`config.mk`:
```
export PLATFORM = sky130hd
export DESIGN_NAME = branch_ctrl
export DESIGN_NICKNAME = d
export VERILOG_FILES = /design/src/rtl/branch_ctrl.sv
export SDC_FILE = /design/constraint.sdc
export NUM_CORES = 1
export LEC_CHECK = 0
export CORE_MARGIN = 2
export CORE_UTILIZATION = 35
export DETAILED_ROUTE_END_ITERATION = 8
export GPL_TIMING_DRIVEN = 0
export HOLD_SLACK_MARGIN = 0.03
export PLACE_DENSITY = 0.58
export RECOVER_POWER = 100
export SETUP_SLACK_MARGIN = 0.05
export SLEW_MARGIN = 20
export SYNTH_ARGS = -nofsm -noshare
export SYNTH_HDL_FRONTEND = slang
export SYNTH_SLANG_ARGS = --single-unit
```
`constraint.sdc`:
```
create_clock -name clk -period 2.7 [get_ports clk]
set_clock_uncertainty 0.1 [all_clocks]
set_input_delay 0.54 -clock clk [delete_from_list [all_inputs] [get_ports clk]]
set_output_delay 0.54 -clock clk [all_outputs]
set_load 0.02 [all_outputs]
```
`src/rtl/branch_ctrl.sv`:
```
// branch_ctrl
// Branch prediction controller sitting between fetch and execute.
// Conditional branches seen at fetch get a registered taken/target prediction
// from one of four policies: never-taken, backward-taken, forward-taken, or a
// table of 2-bit saturating counters. Branches resolved in execute train the
// table and are checked against the direction that was predicted for them. A
// mispredict produces a one-cycle redirect and a fixed-length flush.
//
// Ports:
//   clk, rst_n            clock (rising edge), async active-low reset
//   mode[1:0]             00 never, 01 backward, 10 forward, 11 counter table
//   f_valid/f_pc/f_inst   fetch-side instruction to predict
//   p_valid/p_taken/p_target
//                         registered prediction, one cycle after fetch
//   r_valid/r_pc/r_taken/r_target/r_pred_taken
//                         resolved branch from execute
//   redirect_valid/redirect_pc
//                         one-cycle pulse carrying the corrected PC
//   flush                 squash younger stages, FLUSH_CYCLES per mispredict
//   stat_branches/stat_mispredicts
//                         saturating event counters
//
// state   | meaning
// --------+------------------------------------------------------------
// S_IDLE  | normal operation, resolves and fetches are accepted
// S_FLUSH | flush asserted, resolves and fetches are ignored; cnt_q
//         | counts down the remaining flush cycles to terminal count 0

module branch_ctrl #(
  parameter int WORD_WIDTH   = 32,
  parameter int BHT_ENTRIES  = 64,
  parameter int FLUSH_CYCLES = 2
) (
  input  logic                  clk,
  input  logic                  rst_n,
  input  logic [1:0]            mode,
  input  logic                  f_valid,
  input  logic [WORD_WIDTH-1:0] f_pc,
  input  logic [WORD_WIDTH-1:0] f_inst,
  output logic                  p_valid,
  output logic                  p_taken,
  output logic [WORD_WIDTH-1:0] p_target,
  input  logic                  r_valid,
  input  logic [WORD_WIDTH-1:0] r_pc,
  input  logic                  r_taken,
  input  logic [WORD_WIDTH-1:0] r_target,
  input  logic                  r_pred_taken,
  output logic                  redirect_valid,
  output logic [WORD_WIDTH-1:0] redirect_pc,
  output logic                  flush,
  output logic [15:0]           stat_branches,
  output logic [15:0]           stat_mispredicts
);

  localparam int IW = $clog2(BHT_ENTRIES);
  localparam int CW = (FLUSH_CYCLES > 1) ? $clog2(FLUSH_CYCLES) : 1;
  localparam logic [CW-1:0] CNT_LOAD = CW'(FLUSH_CYCLES - 1);
  localparam logic [6:0] OP_BRANCH = 7'b1100011;

  typedef enum logic {
    S_IDLE,
    S_FLUSH
  } state_t;

  state_t                state_q, state_d;
  logic [CW-1:0]         cnt_q, cnt_d;
  logic                  p_valid_q, p_valid_d;
  logic                  p_taken_q, p_taken_d;
  logic [WORD_WIDTH-1:0] p_target_q, p_target_d;
  logic                  redirect_valid_q, redirect_valid_d;
  logic [WORD_WIDTH-1:0] redirect_pc_q, redirect_pc_d;
  logic [15:0]           stat_br_q, stat_br_d;
  logic [15:0]           stat_mp_q, stat_mp_d;
  logic [1:0]            bht_q [BHT_ENTRIES];
  logic [1:0]            bht_d [BHT_ENTRIES];

  logic                  is_branch;
  logic [12:0]           imm13;
  logic [WORD_WIDTH-1:0] imm;
  logic                  imm_neg;
  logic                  imm_pos;
  logic [IW-1:0]         f_idx;
  logic [IW-1:0]         r_idx;
  logic                  dir_taken;
  logic                  accept_f;
  logic                  accept_r;
  logic                  mispredict;
  logic                  unused_inst_bits;

  // funct3 and the register fields play no part in prediction
  assign unused_inst_bits = ^f_inst[24:12];

  // Fetch decode and direction selection
  always_comb begin
    is_branch = (f_inst[6:0] == OP_BRANCH);
    imm13     = {f_inst[31], f_inst[7], f_inst[30:25], f_inst[11:8], 1'b0};
    imm       = {{(WORD_WIDTH-13){imm13[12]}}, imm13};
    imm_neg   = imm13[12];
    imm_pos   = !imm13[12] && (imm13 != 13'd0);
    f_idx     = f_pc[IW+1:2];
    r_idx     = r_pc[IW+1:2];
    dir_taken = 1'b0;
    unique case (mode)
      2'b00:   dir_taken = 1'b0;
      2'b01:   dir_taken = imm_neg;
      2'b10:   dir_taken = imm_pos;
      default: dir_taken = bht_q[f_idx][1];
    endcase
  end

  assign accept_f   = (state_q == S_IDLE) && f_valid && is_branch;
  assign accept_r   = (state_q == S_IDLE) && r_valid;
  assign mispredict = accept_r && (r_taken != r_pred_taken);

  // Prediction registers: taken/target hold when nothing new is predicted
  always_comb begin
    p_valid_d  = accept_f;
    p_taken_d  = p_taken_q;
    p_target_d = p_target_q;
    if (accept_f) begin
      p_taken_d  = dir_taken;
      p_target_d = dir_taken ? (f_pc + imm) : (f_pc + WORD_WIDTH'(4));
    end
  end

  // Redirect / flush sequencing
  always_comb begin
    state_d          = state_q;
    cnt_d            = cnt_q;
    redirect_valid_d = 1'b0;
    redirect_pc_d    = redirect_pc_q;
    unique case (state_q)
      S_IDLE: begin
        if (mispredict) begin
          state_d          = S_FLUSH;
          cnt_d            = CNT_LOAD;
          redirect_valid_d = 1'b1;
          redirect_pc_d    = r_taken ? r_target : (r_pc + WORD_WIDTH'(4));
        end
      end
      S_FLUSH: begin
        if (cnt_q == '0) begin
          state_d = S_IDLE;
        end else begin
          cnt_d = cnt_q - CW'(1);
        end
      end
      default: state_d = S_IDLE;
    endcase
  end

  // Counter table training; the fetch lookup above reads bht_q, so a
  // same-edge update and lookup at one index sees the old counter.
  always_comb begin
    for (int i = 0; i < BHT_ENTRIES; i++) begin
      bht_d[i] = bht_q[i];
    end
    if (accept_r) begin
      if (r_taken) begin
        if (bht_q[r_idx] != 2'b11) bht_d[r_idx] = bht_q[r_idx] + 2'b01;
      end else begin
        if (bht_q[r_idx] != 2'b00) bht_d[r_idx] = bht_q[r_idx] - 2'b01;
      end
    end
  end

  // Saturating statistics
  always_comb begin
    stat_br_d = stat_br_q;
    stat_mp_d = stat_mp_q;
    if (accept_r && (stat_br_q != 16'hFFFF)) stat_br_d = stat_br_q + 16'd1;
    if (mispredict && (stat_mp_q != 16'hFFFF)) stat_mp_d = stat_mp_q + 16'd1;
  end

  always_ff @(posedge clk or negedge rst_n) begin
    if (!rst_n) begin
      state_q          <= S_IDLE;
      cnt_q            <= '0;
      p_valid_q        <= 1'b0;
      p_taken_q        <= 1'b0;
      p_target_q       <= '0;
      redirect_valid_q <= 1'b0;
      redirect_pc_q    <= '0;
      stat_br_q        <= '0;
      stat_mp_q        <= '0;
      for (int i = 0; i < BHT_ENTRIES; i++) begin
        bht_q[i] <= 2'b01;
      end
    end else begin
      state_q          <= state_d;
      cnt_q            <= cnt_d;
      p_valid_q        <= p_valid_d;
      p_taken_q        <= p_taken_d;
      p_target_q       <= p_target_d;
      redirect_valid_q <= redirect_valid_d;
      redirect_pc_q    <= redirect_pc_d;
      stat_br_q        <= stat_br_d;
      stat_mp_q        <= stat_mp_d;
      for (int i = 0; i < BHT_ENTRIES; i++) begin
        bht_q[i] <= bht_d[i];
      end
    end
  end

  assign p_valid          = p_valid_q;
  assign p_taken          = p_taken_q;
  assign p_target         = p_target_q;
  assign redirect_valid   = redirect_valid_q;
  assign redirect_pc      = redirect_pc_q;
  assign flush            = (state_q == S_FLUSH);
  assign stat_branches    = stat_br_q;
  assign stat_mispredicts = stat_mp_q;

endmodule

```
Word level (Yosys, flattened, before mapping)
Cells that the tools add are included.
- register bits: 229
- input bits: 136
- output and inout port bits: 100
- word-level logic and storage cells: 134
- add/sub/neg operators: 8
- $lt $le $gt $ge: 3
- eq/ne operators: 9
- mux-type cells: 23
- bitwise logic cells: 3
- reduce and logical (&&, ||, !) cells: 15
- operators with widths (cell ; count):
    $mux 128 ; 3
    $bwmux 128 ; 2
    $add 32x3->32 const B ; 2
    $mux 32 ; 2
    $add 16x1->16 const B ; 2
    $add 32x32->32 ; 1
    $ne 16x16->1 const B ; 2
    $bmux 2 s6 ; 2
    $ge 7x7->1 const B ; 2
    $not 6->7 ; 2
    $demux 2 s6 ; 1
    $reduce_bool 12->1 ; 1
    $mux 2 ; 5
    $logic_and 1x1->1 ; 8
    $eq 7x7->1 const B ; 1
    $lt 7x1->1 const B ; 1
    $mux 1 ; 5
    $ne 2x2->1 const B ; 2
    $pmux 1 s2 ; 2
    $reduce_bool 2->1 ; 2
    $pmux 1 s3 ; 1
    $reduce_and 3->1 ; 1
    $add 2x1->2 const B ; 1
    $eq 2x1->1 const B ; 1
    other kinds (9) ; 9

Logic depth before layout (Yosys ltp)
- depth after elaboration: 8
- depth in mapped cells: 17
- depth with buffers taken out: 15

Worst setup path after synthesis
Ideal clock, no wire load.
- path kind: input -> register
- from: input r_pc[4]
- to: register bht_q[121] (netlist bit)
- data arrival time: 3.250 ns
- setup slack: -0.783 ns
- stages: 14
- path through: buf_4 -> or3b_2 -> buf_2 -> o22ai_1 -> or4_1 -> a22oi_1 -> nand4_1 -> inv_2 -> buf_4 -> buf_6 -> ha_1 -> xor2_1 -> buf_1 -> o21ai_0
- cells in the longest elaborated chain, start to end: 8
- elaborated cells on any way between the ends: 21
- ends and longest elaborated chain (what ; RTL line ; text):
    start, declared ; 44 ; input logic [WORD_WIDTH-1:0] r_pc,
    $not 6->7 (not written as such) * ; 160, 162 ;
    $bmux 2 s6 (tied with other cells) ; 160, 162 ;
    $mux 2 (not written as such) or $logic_and 1x1->1 (tied branches) ; 160, 162 ;
    $mux 2 (not written as such) ; 160, 162 ;
    $sub 2x1->2 (tied with other cells) ; 162 ; if (bht_q[r_idx] != 2'b00) bht_d[r_idx] = bht_q[r_idx] - 2'b01;
    $bwmux 128, on equally long branches ; 162, 160 ;
    $mux 128, on equally long branches ; 162, 160 ;
    $mux 128 ; 159 ; if (r_taken) begin
    end signal, assigned by index ; 200 ; bht_q[i] <= bht_d[i];
    end, declared ; 74 ; logic [1:0] bht_q [BHT_ENTRIES];
Every way passes the cells marked *; elsewhere a longest branch is shown, timed or not. The select of a mux whose other input is x is not followed.
A chain may end at the register's enable or synchronous reset.

==> flow_summary_export.csv <==
group,metric,value,unit
logic_synthesis,synth_xor_area_share,7.01,%
timing,relSlewSlack,-15.7,%
setup_path,timing_worst_setup_path_type,"input pin to register",
clocking,clk_latency,0.56,ns
pwr,leakage,8.75,nW
place,dpl.hpwl,34600,um
logic_synthesis,yosys_most_used_dff,"dfrtp_1",
floorplanning,rows,71,
status,violations,"max-capacitance violations, max-slew violations, negative setup slack",
global_routing,grt_usage,24.1,%
run,max_cap_viol_count,1,
logic_synthesis,mappedNetlistNets,1700,
logic_synthesis,synth_async_sr_flop_share,100,%
logic_synthesis,yosys_warnings,0,
logic_synthesis,synth-compound-area-share,18.1,%
detailed_routing,vias,13500,
clocking,clockBufferDepth,3,
timing,tns,-45.08,ns
logic_synthesis,syn_avg_cell_area,8.84,um2
timing,finalWorstSetupSlack,-0.430,ns
logic_synthesis,yosys.area_share.adder,3.49,%
detailed_routing,drt_wl_total,51700,um
finish,postLayoutCoreUtil,55.5,%
setup_path,start_kind,"input pin",
finish,drive_gt1_share,35.4,%
min_path,min_path_type,"input pin to register",
logic_synthesis,yosys.area_share.simple,20.7,%
timing,worst_pin_slew,1.74,ns
timing,max_freq,319,MHz
setup_path,critPathBufInv,3,
logic_synthesis,synth.distinct_cells,73,
setup_path,crit_path_max_incr_delay,0.54,ns
clocking,cts.sink_count,229,
setup_path,r2r_cells,13,
timing,hold_viol,0,
logic_synthesis,synth_cells,1527,
floorplanning,die_h,200,um
pwr,power_density,628,nW/um2
clocking,numCtsBuffers,28,
detailed_routing,wire_per_inst,21.4,um
clocking,cts_root_buf,"clkbuf_16",
detailed_routing,drc_errors,0,
global_routing,grt-ovfl-total,0,
finish,seqCellArea,5810,um2
timing,period_share,116,%
logic_synthesis,synth_top_family_by_area,"simple AND/OR/NAND/NOR gates",
clocking,htree_num_levels,1,
logic_synthesis,synth_edf_count,0,
logic_synthesis,syn-cell-area,13500,um2
global_routing,grt_pass1_wl,76600,um
setup_path,path_delay_family,"simple AND/OR/NAND/NOR gates",
floorplanning,top_level_ports,236,
floorplanning,dieArea,40100,um2
setup_path,end_kind,"register",
floorplanning,core,37800,um2
timing,fin_crit,3.13,ns
place,portBuffers,220,
clocking,cts_tree,"done",
setup_path,required,3.08,ns
floorplanning,die_w,200,um
setup_path,path_cells,"buf_12 -> nand2_1 -> or2_4 -> o22ai_1 -> or4_4 -> a22oi_2 -> nand4_1 -> buf_4 -> ha_4 -> mux2i_4 -> nand2_8 -> nor2_4 -> buf_12 -> nand2_8 -> nand2_2 -> o21ai_2",
detailed_routing,first_pass_iters,5,
global_routing,grt_max_degree,84,
pwr,ir_drop,0.576,mV
finish,nNetsFinal,2049,
detailed_routing,viasPerCell,5.59,
timing,finalSetupViolations,158,
clocking,path_clk_slew,0.06,ns
finish,fillers,3332,
global_routing,grt_pass1_vias,13100,
timing,rsz0062_at_grt,"yes",
min_path,min_path_cells,3,
setup_path,worst_ep_arrival_time,3.51,ns
logic_synthesis,synth_seq_area_share,43.1,%
status,outcome,"finished with violations",
timing,slew_viol_final,35,
place,gp_congestion,0.937,
setup_path,critPathSlowestCell,"or4_4",
floorplanning,start_util,35.7,%
detailed_routing,drt_iter0_markers,1182,
finish,area_growth,55.7,%
detailed_routing,drtAntennaViolNets,0,
setup_path,crit_cells,16,
finish,multi_input_area,9490,um2
logic_synthesis,synth_mux_area_share,4.20,%
setup_path,cp_max_fo,8,
logic_synthesis,yosys_register_bits,229,
global_routing,antenna_found_initial,3,
power by group:
part	total [mW]	switching, mW	leakage, nW	internal, mW
Clock	3.92	1.57	0.474	2.34
Combinational	4.49	2.42	5.43	2.08
Sequential	4.79	0.569	2.86	4.22
cells by family after synthesis:
| logic type | count (synthesis) |
|---|---|
| DFF | 229 |
| xor gates and xnor gates | 108 |
| muxes | 36 |
| adders and majority gates | 37 |
| buffers and inverters | 95 |
| and+or+nand+nor | 603 |
| AOI/OAI and AO/OA | 419 |
Yosys cell counts, types with 5 or more instances:
cell / n / area [um2]
a211oi_1: 9 / 67.6
mux2_2: 5 / 56.3
inv_1: 20 / 75.1
buf_2: 12 / 60.1
or3_1: 7 / 43.8
ha_1: 36 / 450
mux4_2: 16 / 360
nor3b_1: 7 / 52.6
o22ai_1: 34 / 213
buf_6: 8 / 90.1
nand4_1: 29 / 181
or2_2: 7 / 43.8
dfrtp_1: 165 / 4130
a21oi_1: 70 / 350
nor3_1: 23 / 115
and3_1: 21 / 131
xor2_1: 41 / 359
nor2_1: 98 / 368
nand3_1: 42 / 210
buf_1: 6 / 22.5
o21ai_1: 52 / 260
a31oi_1: 7 / 43.8
and2_1: 6 / 37.5
a22oi_1: 42 / 315
a21o_1: 15 / 113
mux2i_1: 15 / 150
or4_1: 9 / 67.6
dfstp_2: 64 / 1680
clkbuf_1: 36 / 135
and4_1: 10 / 87.6
xnor2_1: 67 / 587
nand2_1: 309 / 1160
buf_4: 9 / 67.6
nor4_1: 6 / 37.5
o21ai_0: 155 / 776
nor2b_1: 7 / 43.8
worst register-to-register path, cell delays in order, from the launching register on:
cell and delay [ns]:
dfstp_2 0.55, o22ai_2 0.07, or4_4 0.56, a22oi_2 0.21
nand4_1 0.17, buf_4 0.20, ha_4 0.16, mux2i_4 0.21
nand2_8 0.15, nor2_4 0.20, buf_12 0.18, nand2_8 0.09
nand2_2 0.12, o21ai_2 0.07
path summary, 6_finish.rpt:
kind	from	end	slack (ns)
max in group asynchronous	rst_n	asynchronous set/reset pin	-0.03
worst max register to register	register	register	-0.42
worst max-delay path	r_pc[3]	register	-0.43
worst min-delay path	f_pc[1]	p_target[1]$_DFFE_PN0P_	0.24
worst min register to register	register	register	0.37
min in group asynchronous	rst_n	p_valid$_DFF_PN0_	0.99
final cells by class:
type	instances	share of cell area, %
multi-input combinational	1206	45.2
sequential	229	27.7
timing repair buffer	326	16.1
clock buffer	41	4.00
tap	511	3.04
buffer	63	3.00
clock inverter	11	0.596
inverter	22	0.423
antenna	3	0.0357
cells in the final DEF, fill, tap and decap left out, types with 16 or more instances in the layout:
cell             Yosys  final
a22oi_1             42     28
nand3_1             42     36
nor2_4               0     20
nor3_1              23     19
dfrtp_1            165    165
nor2_1              98     71
buf_12               0     23
nand2_4              0     46
clkbuf_16            0     30
dfstp_2             64     64
a21oi_1             70     55
buf_6                8     29
and3_1              21     19
ha_4                 0     16
buf_4                9     69
nand2_1            309    166
nand2_8              0     23
clkdlybuf4s50_1      0    187
mux4_2              16     16
o21ai_1             52     78
clkbuf_1            36     23
nand4_1             29     29
o21ai_0            155     55
xnor2_1             67     67
inv_1               20     19
nand2_2              1     76
xor2_1              41     40
o21ai_2              1     73
o22ai_1             34     31
routing by layer:
layer	up-vias	part of all wire, %	track usage, %
met1	6539	41	31.6
met4	0	4.7	9.50
li1	6210	-	-
met2	570	48	40.5
met5	-	0	0
met3	158	6.2	3.38
repair_timing:
action	4_1_cts	5_1_grt
resized for setup	373	306
buffers inserted	62	35
pin swaps	110	88
hold buffers	1	0
setup endpoints to repair	180	178
gates cloned	5	3
endpoints found under the hold margin	34	0
metrics by stage:
stage	setup WS, ns	cells	power, mW	hold WS [ns]	instance area (um2)
global route	-0.478	2412	13.8	0.249	21000
finish	-0.430	2412	13.2	0.242	21000
CTS	-0.273	2374	12.8	0.349	19600
detailed placement	-2.14	2262	8.40	0.334	16800
floorplan	-0.530	1527	6.67	0.144	13900
global placement	-9.20	2258	8.33	0.353	16700
Power figures use the tool's default switching activity.
==> RTL edit: new RTL, same flow settings <==
`BHT_ENTRIES`: 64 -> 128.
--- a/src/rtl/branch_ctrl.sv
+++ b/src/rtl/branch_ctrl.sv
@@ -29,5 +29,5 @@
 module branch_ctrl #(
   parameter int WORD_WIDTH   = 32,
-  parameter int BHT_ENTRIES  = 64,
+  parameter int BHT_ENTRIES  = 128,
   parameter int FLUSH_CYCLES = 2
 ) (
Check against the original RTL: not equivalent (a bounded check fails within 4 cycles, from zero or initial values and one cycle with rst_n low).
==> RTL edit against the original RTL <==
- the flow still finishes with violations (max-capacitance violations, max-slew violations, negative setup slack)
- sequential cell count increased by 128
- non-clock buffer count increased by 69
- sequential power increased by 41%
- cell count increased by 34%
- worst setup slack got worse by 1.1 ns
- utilization decreased by 5.4 points
- design area increased by 37%
- total power increased by 33%
- synthesized area increased by 50%
- wire length increased by 61%
- largest power group unchanged
- highest routed layer unchanged
==> RTL edit: results (changes against the original RTL) <==
| Parameter | Value | Unit | Delta |
| --- | --- | --- | --- |
| Outcome | complete, but fails checks | - |  |
| Violated checks | max-capacitance violations, max-slew violations, negative setup slack | - |  |
| Dpl ws | -4.719 | ns | -2.581 ns |
| Signal buffers | 458 | - | +18% |
| Final setup fails | 426 | - | +170% |
| Area used by multi-input combinational logic | 0.01224 | sq mm | +29% |
| Share of layout cells above drive strength 1 | 0.3553 | - | +0.001728 |
| Seq cells post-synth | 357 | - | +56% |
| Static power due to leakage | 12.99 | nW | +48% |
| Post-Synth Adder-Cell Area | 0.02324 | - | -0.01162 |
| Final setup margin | -1.545 | ns | -1.114 ns |
| Clock buf count | 64 | - | +56% |
| Final number of max-transition violations | 66 | - | +89% |
| Antenna diode instance count | 2 | - | -1 |
| Net total in the final layout | 2602 | - | +27% |
| Initial drt markers | 2103 | - | +78% |
| Signal inverters | 21 | - | -4.5% |
| Buffers added on ports | 221 | - | +0.45% |
| Clock buffers and inverters, area share | 0.05047 | - | +0.004541 |
| Half-perimeter wire length after detailed placement | 55630 | microns | +61% |
| Mapped Nets | 2215 | - | +30% |
| M1 GR Usage | 0.3419 | - | +0.02624 |
| XOR/XNOR Fraction of Synth Area | 0.04716 | - | -0.02293 |
| Worst IR drop on VDD | 0.4222 | mV | -27% |
| Maximum fanout encountered on the critical timing path | 10 | - | +2 |
| Cell types occupying the most area after synthesis | sky130_fd_sc_hd__dfrtp_1, sky130_fd_sc_hd__dfstp_2, sky130_fd_sc_hd__mux2_2 | - |  |
| Number of buffers created by CTS | 43 | - | +54% |
| Filler Cells Inserted | 5199 | - | +56% |
| Clock network latency to the later pin of the worst-skew pair | 0.59 | ns | +0.03 ns |
| Area inside the core boundary | 0.05748 | sq mm | +52% |
| Non-clock buffer share | 0.1719 | - | -0.01880 |
| Maximum Capacitance Violations | 1 | - | unchanged |
| Routability-driven placement congestion ratio | 0.9736 | - | +3.9% |
| Compound-Gate Fraction of Synth Area | 0.1385 | - | -0.04256 |
| Sum of routed wire length over all layers | 83080 | microns | +61% |
| Worst path top cell family by delay | multiplexers | - |  |
| Count of different cell masters after synthesis | 72 | - | -1.4% |
| Share of the yosys chip area belonging to registers | 0.4493 | - | +0.01865 |
RTL edit: cell count changes in the layout (fill, tap and decap cells not counted), sizes merged, moves of 22 or more:
cell and change:
o21ai -38, clkbuf +69, dlygate4sd3 +101, nand3 +22
dfrtp +64, mux2 +168, nand2 +64, clkdlybuf4s50 -89
dfstp +64, mux2i +30
RTL edit: cell families (layout without fill, tap and decap cells):
| family | after synthesis | in the layout |
|---|---|---|
| other | 0 | 2 |
| adders and majority gates | 37 | 37 |
| DFF | 357 | 357 |
| AOI/OAI and AO/OA | 443 | 443 |
| xor gates and xnor gates | 109 | 109 |
| buffers and inverters | 137 | 558 |
| and+or+nand+nor | 704 | 704 |
| muxes | 255 | 255 |
RTL edit: where the power goes:
part	internal [mW]	switching [mW]	total [mW]
clock network	3.61	2.43	6.03
logic	2.07	2.69	4.76
registers	6.22	0.550	6.77
total	11.9	5.67	17.6
RTL edit: timing repair:
action / CTS / global route
endpoints found under the setup margin: 318 / 319
buffers inserted: 54 / 50
pin swaps: 22 / 63
gates cloned: 8 / 6
gates resized for setup: 252 / 320
endpoints found under the hold margin: 28 / 0
hold buffers: 1 / 0
RTL edit: path summary, 6_finish.rpt:
kind,start,end,slack [ns],cells past startpoint
worst max-delay path,r_pc[3],bht_q[241],-1.54,19
worst min-delay path,f_pc[25],p_target[25],0.36,4
worst max register to register,flop,bht_q[241],-1.50,17
worst min register to register,p_target[24],p_target[24],0.36,2
max in group asynchronous,rst_n,asynchronous set/reset pin,-0.12,4
min in group asynchronous,rst_n,bht_q[27],0.79,2
RTL edit: per-stage QoR:
stage	setup TNS, ns	cells
3_5_place_dp	-1139.85	3035
3_3_place_gp	-5923.97	3028
4_1_cts	-319.96	3177
2_1_floorplan	-294.28	2042
5_1_grt	-461.94	3228
6_report	-378.26	3230
